`src/rtl/game_engine_mp.sv`:
```
// game_engine_mp: multi-board shot engine in front of external board memory and BFS sink unit.
// Define GAME_ENGINE_MP_DUP_CHECK_EN to add a per-cell shot map that answers repeats with DUP.
module game_engine_mp #(
    parameter int WIDTH       = 6,
    parameter int HEIGHT      = 6,
    parameter int NUM_PLAYERS = 2,
    parameter int CNT_W       = 8,
    localparam int XW = $clog2(WIDTH),
    localparam int YW = $clog2(HEIGHT),
    localparam int PW = (NUM_PLAYERS > 1) ? $clog2(NUM_PLAYERS) : 1
) (
    input  logic                   clk,
    input  logic                   rst,
    input  logic                   new_game,
    input  logic [XW-1:0]          shot_x,
    input  logic [YW-1:0]          shot_y,
    input  logic [PW-1:0]          shot_player,
    input  logic                   shot_valid,
    output logic                   shot_ready,
    output logic                   res_valid,
    input  logic                   res_ready,
    output logic [2:0]             res_code,
    output logic [PW-1:0]          res_player,
    output logic [CNT_W-1:0]       res_shots,
    output logic [NUM_PLAYERS-1:0] done,
    output logic [PW-1:0]          mem_player,
    output logic [XW-1:0]          mem_x,
    output logic [YW-1:0]          mem_y,
    output logic                   mem_req,
    input  logic                   mem_ack,
    input  logic [1:0]             mem_data,
    input  logic                   mem_empty,
    output logic                   bfs_start,
    output logic [PW-1:0]          bfs_player,
    input  logic                   bfs_sink,
    input  logic                   bfs_done
);

    localparam logic [2:0] C_MISS = 3'd0;
    localparam logic [2:0] C_HIT  = 3'd1;
    localparam logic [2:0] C_SINK = 3'd2;
    localparam logic [2:0] C_DUP  = 3'd3;
    localparam logic [2:0] C_OOR  = 3'd4;
    localparam logic [2:0] C_OVER = 3'd5;

    typedef enum logic [2:0] {
        S_IDLE,
        S_MEM_REQ,
        S_MEM_WAIT,
        S_BFS,
        S_RESULT
    } state_t;

    state_t           state;
    logic [CNT_W-1:0] cnt [NUM_PLAYERS];
    logic [CNT_W-1:0] cnt_cur;
    logic [CNT_W-1:0] cnt_inc;
    logic             lat_empty;
    logic             oor;
    logic             seen;
    logic             unused_mem;

    assign shot_ready = (state == S_IDLE) && !new_game;
    assign unused_mem = mem_data[1];

    assign oor = (int'(shot_x) >= WIDTH)
              || (int'(shot_y) >= HEIGHT)
              || (int'(shot_player) >= NUM_PLAYERS);

    // mem_* double as the latched shot address for the whole memory/BFS walk
    assign cnt_cur = cnt[mem_player];
    assign cnt_inc = (&cnt_cur) ? cnt_cur : cnt_cur + 1'b1;

`ifdef GAME_ENGINE_MP_DUP_CHECK_EN
    logic [WIDTH-1:0] shot_map [NUM_PLAYERS][HEIGHT];
    assign seen = shot_map[shot_player][shot_y][shot_x];
`else
    assign seen = 1'b0;
`endif

    always_ff @(posedge clk) begin
        if (rst) begin
            state      <= S_IDLE;
            res_valid  <= 1'b0;
            res_code   <= C_MISS;
            res_player <= '0;
            res_shots  <= '0;
            done       <= '0;
            mem_req    <= 1'b0;
            mem_x      <= '0;
            mem_y      <= '0;
            mem_player <= '0;
            bfs_start  <= 1'b0;
            bfs_player <= '0;
            lat_empty  <= 1'b0;
            for (int p = 0; p < NUM_PLAYERS; p++) cnt[p] <= '0;
`ifdef GAME_ENGINE_MP_DUP_CHECK_EN
            for (int p = 0; p < NUM_PLAYERS; p++)
                for (int r = 0; r < HEIGHT; r++) shot_map[p][r] <= '0;
`endif
        end else begin
            mem_req <= 1'b0;
            unique case (state)
                S_IDLE: begin
                    if (new_game) begin
                        done <= '0;
                        for (int p = 0; p < NUM_PLAYERS; p++) cnt[p] <= '0;
`ifdef GAME_ENGINE_MP_DUP_CHECK_EN
                        for (int p = 0; p < NUM_PLAYERS; p++)
                            for (int r = 0; r < HEIGHT; r++) shot_map[p][r] <= '0;
`endif
                    end else if (shot_valid) begin
                        res_player <= shot_player;
                        if (oor) begin
                            res_code  <= C_OOR;
                            res_shots <= '0;
                            res_valid <= 1'b1;
                            state     <= S_RESULT;
                        end else if (done[shot_player]) begin
                            res_code  <= C_OVER;
                            res_shots <= cnt[shot_player];
                            res_valid <= 1'b1;
                            state     <= S_RESULT;
                        end else if (seen) begin
                            res_code  <= C_DUP;
                            res_shots <= cnt[shot_player];
                            res_valid <= 1'b1;
                            state     <= S_RESULT;
                        end else begin
                            mem_req    <= 1'b1;
                            mem_x      <= shot_x;
                            mem_y      <= shot_y;
                            mem_player <= shot_player;
                            state      <= S_MEM_REQ;
                        end
                    end
                end
                S_MEM_REQ: begin
                    state <= S_MEM_WAIT;
                end
                S_MEM_WAIT: begin
                    if (mem_ack) begin
                        cnt[mem_player] <= cnt_inc;
                        res_shots       <= cnt_inc;
`ifdef GAME_ENGINE_MP_DUP_CHECK_EN
                        shot_map[mem_player][mem_y][mem_x] <= 1'b1;
`endif
                        if (mem_data[0]) begin
                            lat_empty  <= mem_empty;
                            bfs_start  <= 1'b1;
                            bfs_player <= mem_player;
                            state      <= S_BFS;
                        end else begin
                            res_code  <= C_MISS;
                            res_valid <= 1'b1;
                            state     <= S_RESULT;
                        end
                    end
                end
                S_BFS: begin
                    if (bfs_done) begin
                        bfs_start <= 1'b0;
                        res_valid <= 1'b1;
                        state     <= S_RESULT;
                        if (bfs_sink) begin
                            res_code <= C_SINK;
                            if (lat_empty) done[bfs_player] <= 1'b1;
                        end else begin
                            res_code <= C_HIT;
                        end
                    end
                end
                S_RESULT: begin
                    if (res_ready) begin
                        res_valid <= 1'b0;
                        state     <= S_IDLE;
                    end
                end
                default: state <= S_IDLE;
            endcase
        end
    end

endmodule

```
`config.mk`:
```
export PLATFORM = sky130hd
export DESIGN_NAME = game_engine_mp
export DESIGN_NICKNAME = d
export VERILOG_FILES = /design/src/rtl/game_engine_mp.sv
export SDC_FILE = /design/constraint.sdc
export NUM_CORES = 1
export LEC_CHECK = 0
export BUFFER_PORTS_ARGS = -buffer_cell sky130_fd_sc_hd__buf_2
export CORE_ASPECT_RATIO = 0.9
export CORE_UTILIZATION = 30
export CTS_CLUSTER_DIAMETER = 100
export DETAILED_ROUTE_END_ITERATION = 16
export PLACE_DENSITY = 0.53
export SYNTH_ARGS = -nofsm -noshare
export SYNTH_HDL_FRONTEND = slang
export SYNTH_SLANG_ARGS = --single-unit
```
`constraint.sdc`:
```
create_clock -name clk -period 2 [get_ports clk]
set_input_delay 0.2 -clock clk [delete_from_list [all_inputs] [get_ports clk]]
set_output_delay 0.2 -clock clk [all_outputs]
set_load 0.01 [all_outputs]
```
==> Word level (Yosys, flattened, before mapping) <==
Memory sizes are Yosys's and may differ from the RTL's. A register that Yosys moved wholly into a read port is not among the register bits.
Index checks and enable logic that the tools add are counted.
{ "word_totals": {"regBits": 29, "mem_bits_rw": 16, "wordCells": 130, "input_bits": 18, "out_inout_bits": 26, "memories": 1} }
{ "memory_table": {"columns": ["name", "depth", "word_bits", "read_ports", "rd_clocked_by_memory_dff", "write_ports", "line_no", "text"], "rows": [
  ["cnt", 2, 8, 2, 1, 2, "55", "logic [CNT_W-1:0] cnt [NUM_PLAYERS];"]
]} }
{ "op_classes": {"n_reduce_logical": 22, "muxes": 65, "magnitude_cmp": 5, "n_bitwise": 8, "eq_ne": 15, "add_sub_neg": 1} }
{ "ops": {"columns": ["cell", "count"], "rows": [
  ["$mux 8", 9],
  ["$mux 3", 15],
  ["$mux 1", 29],
  ["$ne 2x2->1 const B", 10],
  ["$reduce_and 5->1", 4],
  ["$pmux 8 s2", 1],
  ["$reduce_and 8->1", 2],
  ["$pmux 3 s5", 1],
  ["$mux 2", 5],
  ["$pmux 3 s3", 1],
  ["$add 8x1->8 const B", 1],
  ["$reduce_or 8->1", 1],
  ["$reduce_and 7->1", 1],
  ["$eq 3x2->1 const B", 2],
  ["$ge 3x3->1 const B", 2],
  ["$reduce_and 3->1", 2],
  ["$reduce_bool 2->1", 3],
  ["$not 1->1", 5],
  ["$reduce_or 5->1", 1],
  ["$lt 1x2->1 const B", 2],
  ["$pmux 1 s4", 1],
  ["$pmux 2 s2", 1],
  ["$reduce_and 4->1", 1],
  ["$reduce_bool 4->1", 1],
  ["13 further kinds", 15]
]} }

==> Longest topological paths before layout <==
Gate-level depths: netlist (run 1).
{ "depth": {"depth_word": 9, "ltp_mapped": 9, "ltp_nobuf": 8} }

==> Worst setup path before layout (run 1) <==
No wires, ideal clock.
{ "synth_path": {"kind": "reg2reg", "startpoint": "register with a tool-made name", "endpoint": "memory cnt[0][4] (data pin)", "setup_ns": 0.268, "required_time_ns": 1.732, "path_buffers": 1, "path_slack_ns": -0.045, "t_arrival_ns": 1.777, "path_stages_with_launch": 10, "period_less_slack_ns": 2.045, "cell_sequence": "dfxtp_1 buf_6 mux2i_1 inv_1 ha_1 inv_1 nor2_1 and4_1 nor3_1 nor3_1"} }
{ "synth_lines": {"columns": ["item", "line_no"], "rows": [
  ["end, declared", "55"]
]} }

==> run_results.csv, run 1 <==
group,metric,value,unit
synth,synthSimpleGateAreaFrac,22.16,%
synth,synth_mux_area_share,10.81,%
routing,drt_first_pass_iters,11,
routing,drt-initial-drc-count,85,
hold_path,whs_path_depth,3,
worst_setup_path,rr_startpoint,"cnt[1][4]$_SDFFCE_PN0P_",
final_layout,fill_cells,833,
worst_setup_path,reg2reg_depth,6,
synth,synth_top_area_share,23.90,%
routing,drc,1,
floorplan,die_h,88.82,um
clock_tree,clock-sinks,46,
sta,hold_viol_final,0,
outcome,outcome,"complete, but fails checks",
final_layout,design_area,0.003212,mm^2
synth,synth_edf_count,16,
global_route,grt-ovfl-total,0,
power,combPwrFrac,21.2,%
synth,syn_area,0.002512,mm^2
worst_setup_path,cp-end-kind,"flip-flop",
final_layout,n_antenna_cell,0,
sta,setup_violations,1,
worst_setup_path,reg2reg_to,"res_shots[2]$_SDFFE_PP0P_",
clock_tree,cts_htree_levels,2,
outcome,violations,"DRC, setup timing",
placement,place.gp.congestion,0.9027,
power,power.switching,667.9,uW
clock_tree,clkTransAtPathRegs,90,ps
sta,finalClockSkew,6.424,ps
floorplan,pin_count,44,
worst_setup_path,crit_type,"reg2reg",
final_layout,post_route_cells_drive_above_1_share,32.17,%
final_layout,fin_nets,363,
power,power_per_cell_area,694.4,mW/mm^2
clock_tree,tritoncts,"built",
hold_path,hold_class,"in2reg",
job,cap_violations,0,
routing,wl_per_cell,15.91,um
hold_path,hp-start,"mem_empty",
floorplan,start_util,31.14,%
global_route,grt_pass1_vias,2191,
global_route,grt.total_usage,16.55,%
worst_setup_path,arrival,2230,ps
sta,fmax,499.6,MHz
placement,place_hpwl,5155,um
placement,placed_area,0.003020,mm^2
hold_path,hold_end,"lat_empty$_SDFFE_PP0P_",
synth,synth_top_family_by_area,"simple AND/OR/NAND/NOR gates",
floorplan,fp.coreArea,0.008068,mm^2
routing,detail_route.wirelength,7062,um
floorplan,dieArea,0.008745,mm^2
sta,fin_crit,2001,ps
clock_tree,cts_max_path_buffers,2,
sta,worst_slack,-1.425,ps
synth,synth_top_area_cell,"dfxtp_1",
power,p_seq_share,48.4,%
clock_tree,clk_latency,300,ps
synth,synth_area_leaders,"dfxtp_1, edfxtp_1, mux2i_1",
synth,ys_ff_latch,46,
routing,viasPerCell,5.146,
synth,synth-compound-area-share,18.48,%
sta,rsz0062_at_grt,"yes",
routing,ant_nets,0,
global_route,grt_start_max_net_pins,18,
routing,vias,2285,
sta,period_share,100.1,%
synth,synth_async_sr_flop_share,0,%
final_layout,areaGrowthSynthToFinish,27.84,%
sta,slew_headroom,68.36,%
worst_setup_path,worstPathRequired,2230,ps
synth,syn_area_per_cell,9.103,um^2
worst_setup_path,crit_fanout,4,
floorplan,num_rows,31,
clock_tree,cts-root-buf,"clkbuf_8",
placement,place_ws,-129.5,ps
synth,ys_warn_count,0,
synth,synthesis.nets,295,
power,irDropWorstVdd,0.0003126,V
global_route,antenna_found_initial,0,
final_layout,fin_util,39.81,%
power,pwr-share-clk,30.4,%
sta,tightest_slew,473.5,ps
placement,numPortBuffers,42,
synth,synth_fa_ha_area_share,0.4980,%
power,swShare,29.95,%
global_route,grt_pass1_wl,11190,um
synth,synth-main-ff-cell,"dfxtp_1",
synth,yosysUniqueCellTypes,54,
worst_setup_path,reg2reg_setup_slack,-1,ps
power,p_leak,0.001268,uW
synth,syn_inst,276,
clock_tree,cts_inserted_buffers,5,
sta,drv_slew,0,
floorplan,die_w,98.47,um
power,intPower,1562,uW
worst_setup_path,start_kind,"flip-flop",
synth,yosysSeqAreaShare,43.03,%
synth,synth-xor-area-share,0.6972,%
-- critical path: stages, from the launching register on --
cell      delay (ps)
edfxtp_1         440
nand4_1          260
a211oi_2         430
buf_4            180
o21ai_0          150
o221a_2          330
nor3_1           140
-- repair_timing --
item / in CTS / in global routing
pin swaps: 0 / 3
cloned: 0 / 0
endpoints found under the setup margin: 20 / 18
resized for setup: 2 / 12
hold buffers: 0 / 0
setup buffers: 0 / 3
-- worst max path at each step --
| stage | cells past startpoint | to | start |
|---|---|---|---|
| after detailed placement | 6 | res_shots[4]$_SDFFE_PP0P_ | flip-flop |
| after floorplan | 9 | cnt[0][4]$_SDFFCE_PN0P_ | flip-flop |
| final | 6 | res_shots[2]$_SDFFE_PP0P_ | cnt[1][4]$_SDFFCE_PN0P_ |
| after CTS | 8 | cnt[1][4]$_SDFFCE_PN0P_ | flip-flop |
| after global placement | 6 | res_shots[4]$_SDFFE_PP0P_ | flip-flop |
| after global routing | 6 | res_shots[2]$_SDFFE_PP0P_ | flip-flop |
-- flip-flops by register name (all words and copies together), names as in the netlist, named ones only --
signal	count
res_code	3
done	2
mem_req	1
mem_x	3
res_shots	8
mem_y	3
state	3
res_player	1
bfs_player	1
mem_player	1
bfs_start	1
cnt	16
res_valid	1
lat_empty	1
-- power by group through the flow --
| stage | sequential, uW | clock, uW | combinational, uW |
|---|---|---|---|
| 2_1_floorplan | 1100 | 0 | 267 |
| 5_1_grt | 1090 | 727 | 519 |
| 4_1_cts | 1080 | 692 | 453 |
| 6_report | 1080 | 677 | 474 |
| 3_3_place_gp | 1100 | 0 | 448 |
| 3_5_place_dp | 1100 | 0 | 451 |
-- per-stage QoR --
stage	TNS, ps	hold WS [ps]	std cells	total power [uW]
2_1_floorplan	0	347.5	276	1368
3_3_place_gp	-229.0	443.8	433	1550
3_5_place_dp	-689.0	450.9	433	1553
4_1_cts	0	134.1	441	2226
5_1_grt	-149.7	142.8	444	2334
6_report	-1.425	137.7	444	2230
-- Yosys cell counts, drive strengths merged, types with 2 or more instances --
cell type  instances
nand2b             2
a311oi             3
a211o              2
o22ai              3
or3                3
o21ai             11
nand3             16
o211ai             2
xnor2              2
edfxtp            16
o21a               2
nor2b              3
a21oi             23
nor2              40
mux2i             20
a211oi             4
and2               2
inv               10
nand2             25
clkbuf            10
o221a              2
nor3              14
nor3b              3
a311o              2
a31oi              2
mux2               3
buf                4
dfxtp             30
-- placed cells by master (no fill, tap or decap), types with 3 or more instances in the layout --
| cell type | n |
|---|---|
| a21oi_1 | 22 |
| a311oi_1 | 3 |
| buf_2 | 42 |
| buf_4 | 30 |
| clkbuf_8 | 5 |
| dfxtp_1 | 29 |
| edfxtp_1 | 16 |
| inv_1 | 10 |
| mux2_2 | 3 |
| mux2i_1 | 14 |
| mux2i_2 | 3 |
| mux2i_4 | 3 |
| nand2_1 | 25 |
| nand3_1 | 16 |
| nor2_1 | 39 |
| nor2b_1 | 3 |
| nor3_1 | 9 |
| nor3_2 | 4 |
| nor3b_1 | 3 |
| o21ai_0 | 9 |
| o22ai_1 | 3 |
-- cells by family after synthesis --
family                     after synthesis
adders and majority gates                1
and+or+nand+nor                        114
DFF                                     46
muxes                                   23
xor gates and xnor gates                 2
AOI/OAI and AO/OA                       66
buffers and inverters                   24
-- metal layers --
metal / GRT usage [%] / vias to the layer above / wire length (um)
li1: - / 1141 / -
met1: 23.81 / 1082 / 3493
met5: 0 / - / 0
met3: 2.370 / 6 / 339
met2: 26.06 / 56 / 3160
met4: 4.478 / 0 / 68
-- area by class of cell --
| class | count | area (um^2) | share of cell area (%) |
|---|---|---|---|
| Inverter | 10 | 37.54 | 1.169 |
| Tap cell | 99 | 123.9 | 3.857 |
| Clock inverter | 2 | 13.76 | 0.4285 |
| Timing Repair Buffer | 75 | 478.0 | 14.88 |
| Clock buffer | 6 | 93.84 | 2.922 |
| Multi-Input combinational cell | 206 | 1380 | 42.97 |
| Sequential cell | 46 | 1085 | 33.77 |
No activity file was read; power rests on OpenSTA's default activity.
==> run 2, diff against run 1 <==
RECOVER_POWER = 25   (was unset)
==> run_results.csv, run 2 (synthesis gave the netlist of run 1 again) <==
group,metric,value,unit
final_layout,fin_util,39.49,%
outcome,outcome,"finished clean",
final_layout,post_route_cells_drive_above_1_share,26.09,%
floorplan,dieArea,0.008745,mm^2
sta,slew_headroom,68.87,%
sta,tightest_slew,465.9,ps
clock_tree,cts_htree_levels,2,
sta,rsz0062_at_grt,"yes",
final_layout,mostFrequentLayoutCells,"nor2_1, buf_4, dfxtp_1",
placement,placed_area,0.003020,mm^2
worst_setup_path,crit_type,"reg2reg",
hold_path,hold_class,"in2reg",
final_layout,top_register,"cnt",
worst_setup_path,cp-end-kind,"flip-flop",
floorplan,die_h,88.82,um
final_layout,multi_input_area,0.001380,mm^2
floorplan,num_rows,31,
placement,place_hpwl,5155,um
floorplan,fp.coreArea,0.008068,mm^2
floorplan,die_w,98.47,um
global_route,grt-busiest-layer,"met2",
worst_setup_path,path_cells,"nand4_1, a211oi_2, buf_4, o21ai_0, o221a_2, nor3_1",
global_route,grt_pass1_vias,2191,
placement,numPortBuffers,42,
floorplan,pin_count,44,
worst_setup_path,worst_path_max_delay_cell,"edfxtp_1",
routing,viasPerCell,5.140,
sta,fin_tns_setup,0,ps
sta,fin_crit,1996,ps
clock_tree,cts_inserted_buffers,5,
routing,drt_first_pass_iters,7,
power,p_leak,0.001179,uW
global_route,use_met3,2.370,%
final_layout,areaGrowthSynthToFinish,26.79,%
placement,place.gp.congestion,0.9027,
worst_setup_path,arrival,2230,ps
global_route,grt.total_usage,16.55,%
sta,setup_violations,0,
clock_tree,clkTransAtPathRegs,90,ps
routing,drt-initial-drc-count,90,
routing,wl_per_cell,15.94,um
power,power_per_cell_area,697.7,mW/mm^2
routing,drc,0,
clock_tree,cts-root-buf,"clkbuf_8",
final_layout,reg_top3,"cnt (16), res_shots (8)",
power,irDropWorstVdd,0.0003128,V
global_route,gr-usage-met2,26.06,%
clock_tree,cts_max_path_buffers,2,
sta,whs,137.0,ps
global_route,grt_start_max_net_pins,18,
worst_setup_path,start_kind,"flip-flop",
sta,hold_viol_final,0,
sta,fmax,501.1,MHz
final_layout,n_antenna_cell,0,
worst_setup_path,critPathMaxStageDelay,440,ps
routing,detail_route.wirelength,7079,um
final_layout,largest_reg_flops,16,
final_layout,fin_nets,363,
global_route,antenna_found_initial,0,
clock_tree,clock-sinks,46,
clock_tree,tritoncts,"built",
floorplan,start_util,31.14,%
sta,period_share,99.79,%
clock_tree,clk_latency,300,ps
global_route,grt_pass1_wl,11190,um
final_layout,design_area,0.003186,mm^2
routing,vias,2282,
power,power,2223,uW
routing,ant_nets,0,
sta,finalClockSkew,6.188,ps
job,cap_violations,0,
final_layout,regArea,0.001085,mm^2
worst_setup_path,worstPathRequired,2230,ps
sta,drv_slew,0,
worst_setup_path,crit_fanout,4,
global_route,use_met1,23.81,%
global_route,grt-ovfl-total,0,
final_layout,fill_cells,840,
final_layout,mostFrequentLayoutCell,"nor2_1",
run 2: power breakdown:
part / total (uW) / internal [uW] / switching [uW]
logic: 466 / 202 / 264
registers: 1080 / 1030 / 52.6
clock network: 676 / 325 / 351
total: 2220 / 1560 / 667
run 2: critical path: cells and delay by family (launching register included):
kind / cells / cell delay (ps)
AO/OA/AOI/OAI: 3 / 900
flip-flops: 1 / 440
AND/OR/NAND/NOR: 2 / 400
buffers and inverters: 1 / 180
run 2: layout make-up:
type | instances | area share (%)
well taps | 99 | 3.888
multi-input cells | 206 | 43.32
clock inverters | 2 | 0.4320
inverters | 10 | 1.178
flip-flops and latches | 46 | 34.05
repair buffers | 75 | 14.18
clock buffers | 6 | 2.946
run 2: metal layers:
| layer | up-vias | wire length, um |
|---|---|---|
| li1 | 1140 | - |
| met1 | 1084 | 3575 |
| met2 | 52 | 3158 |
| met3 | 6 | 277 |
| met4 | 0 | 68 |
| met5 | - | 0 |
run 2: timing repair:
action | 4_1_cts | 5_1_grt
endpoints found under the hold margin | 0 | 0
endpoints found under the setup margin | 20 | 18
gates resized for setup | 2 | 12
cloned | 0 | 0
hold buffers | 0 | 0
buffers inserted | 0 | 3
pin swaps | 0 | 3
run 2: stage by stage:
stage,cells,setup WS (ps)
after floorplan,276,36.29
after global placement,433,-61.81
after detailed placement,433,-129.5
after CTS,441,25.27
after global routing,444,-51.75
final,444,4.243
run 2: worst paths after layout:
check / startpoint / to / slack [ps] / cells past startpoint
setup / recovery: cnt[1][4]$_SDFFCE_PN0P_ / res_shots[2]$_SDFFE_PP0P_ / 4 / 6
hold reg to reg: mem_y[0]$_SDFFE_PP0P_ / mem_y[0]$_SDFFE_PP0P_ / 460 / 2
hold / removal: mem_empty / lat_empty$_SDFFE_PP0P_ / 140 / 3
setup reg to reg: cnt[1][4]$_SDFFCE_PN0P_ / res_shots[2]$_SDFFE_PP0P_ / 4 / 6
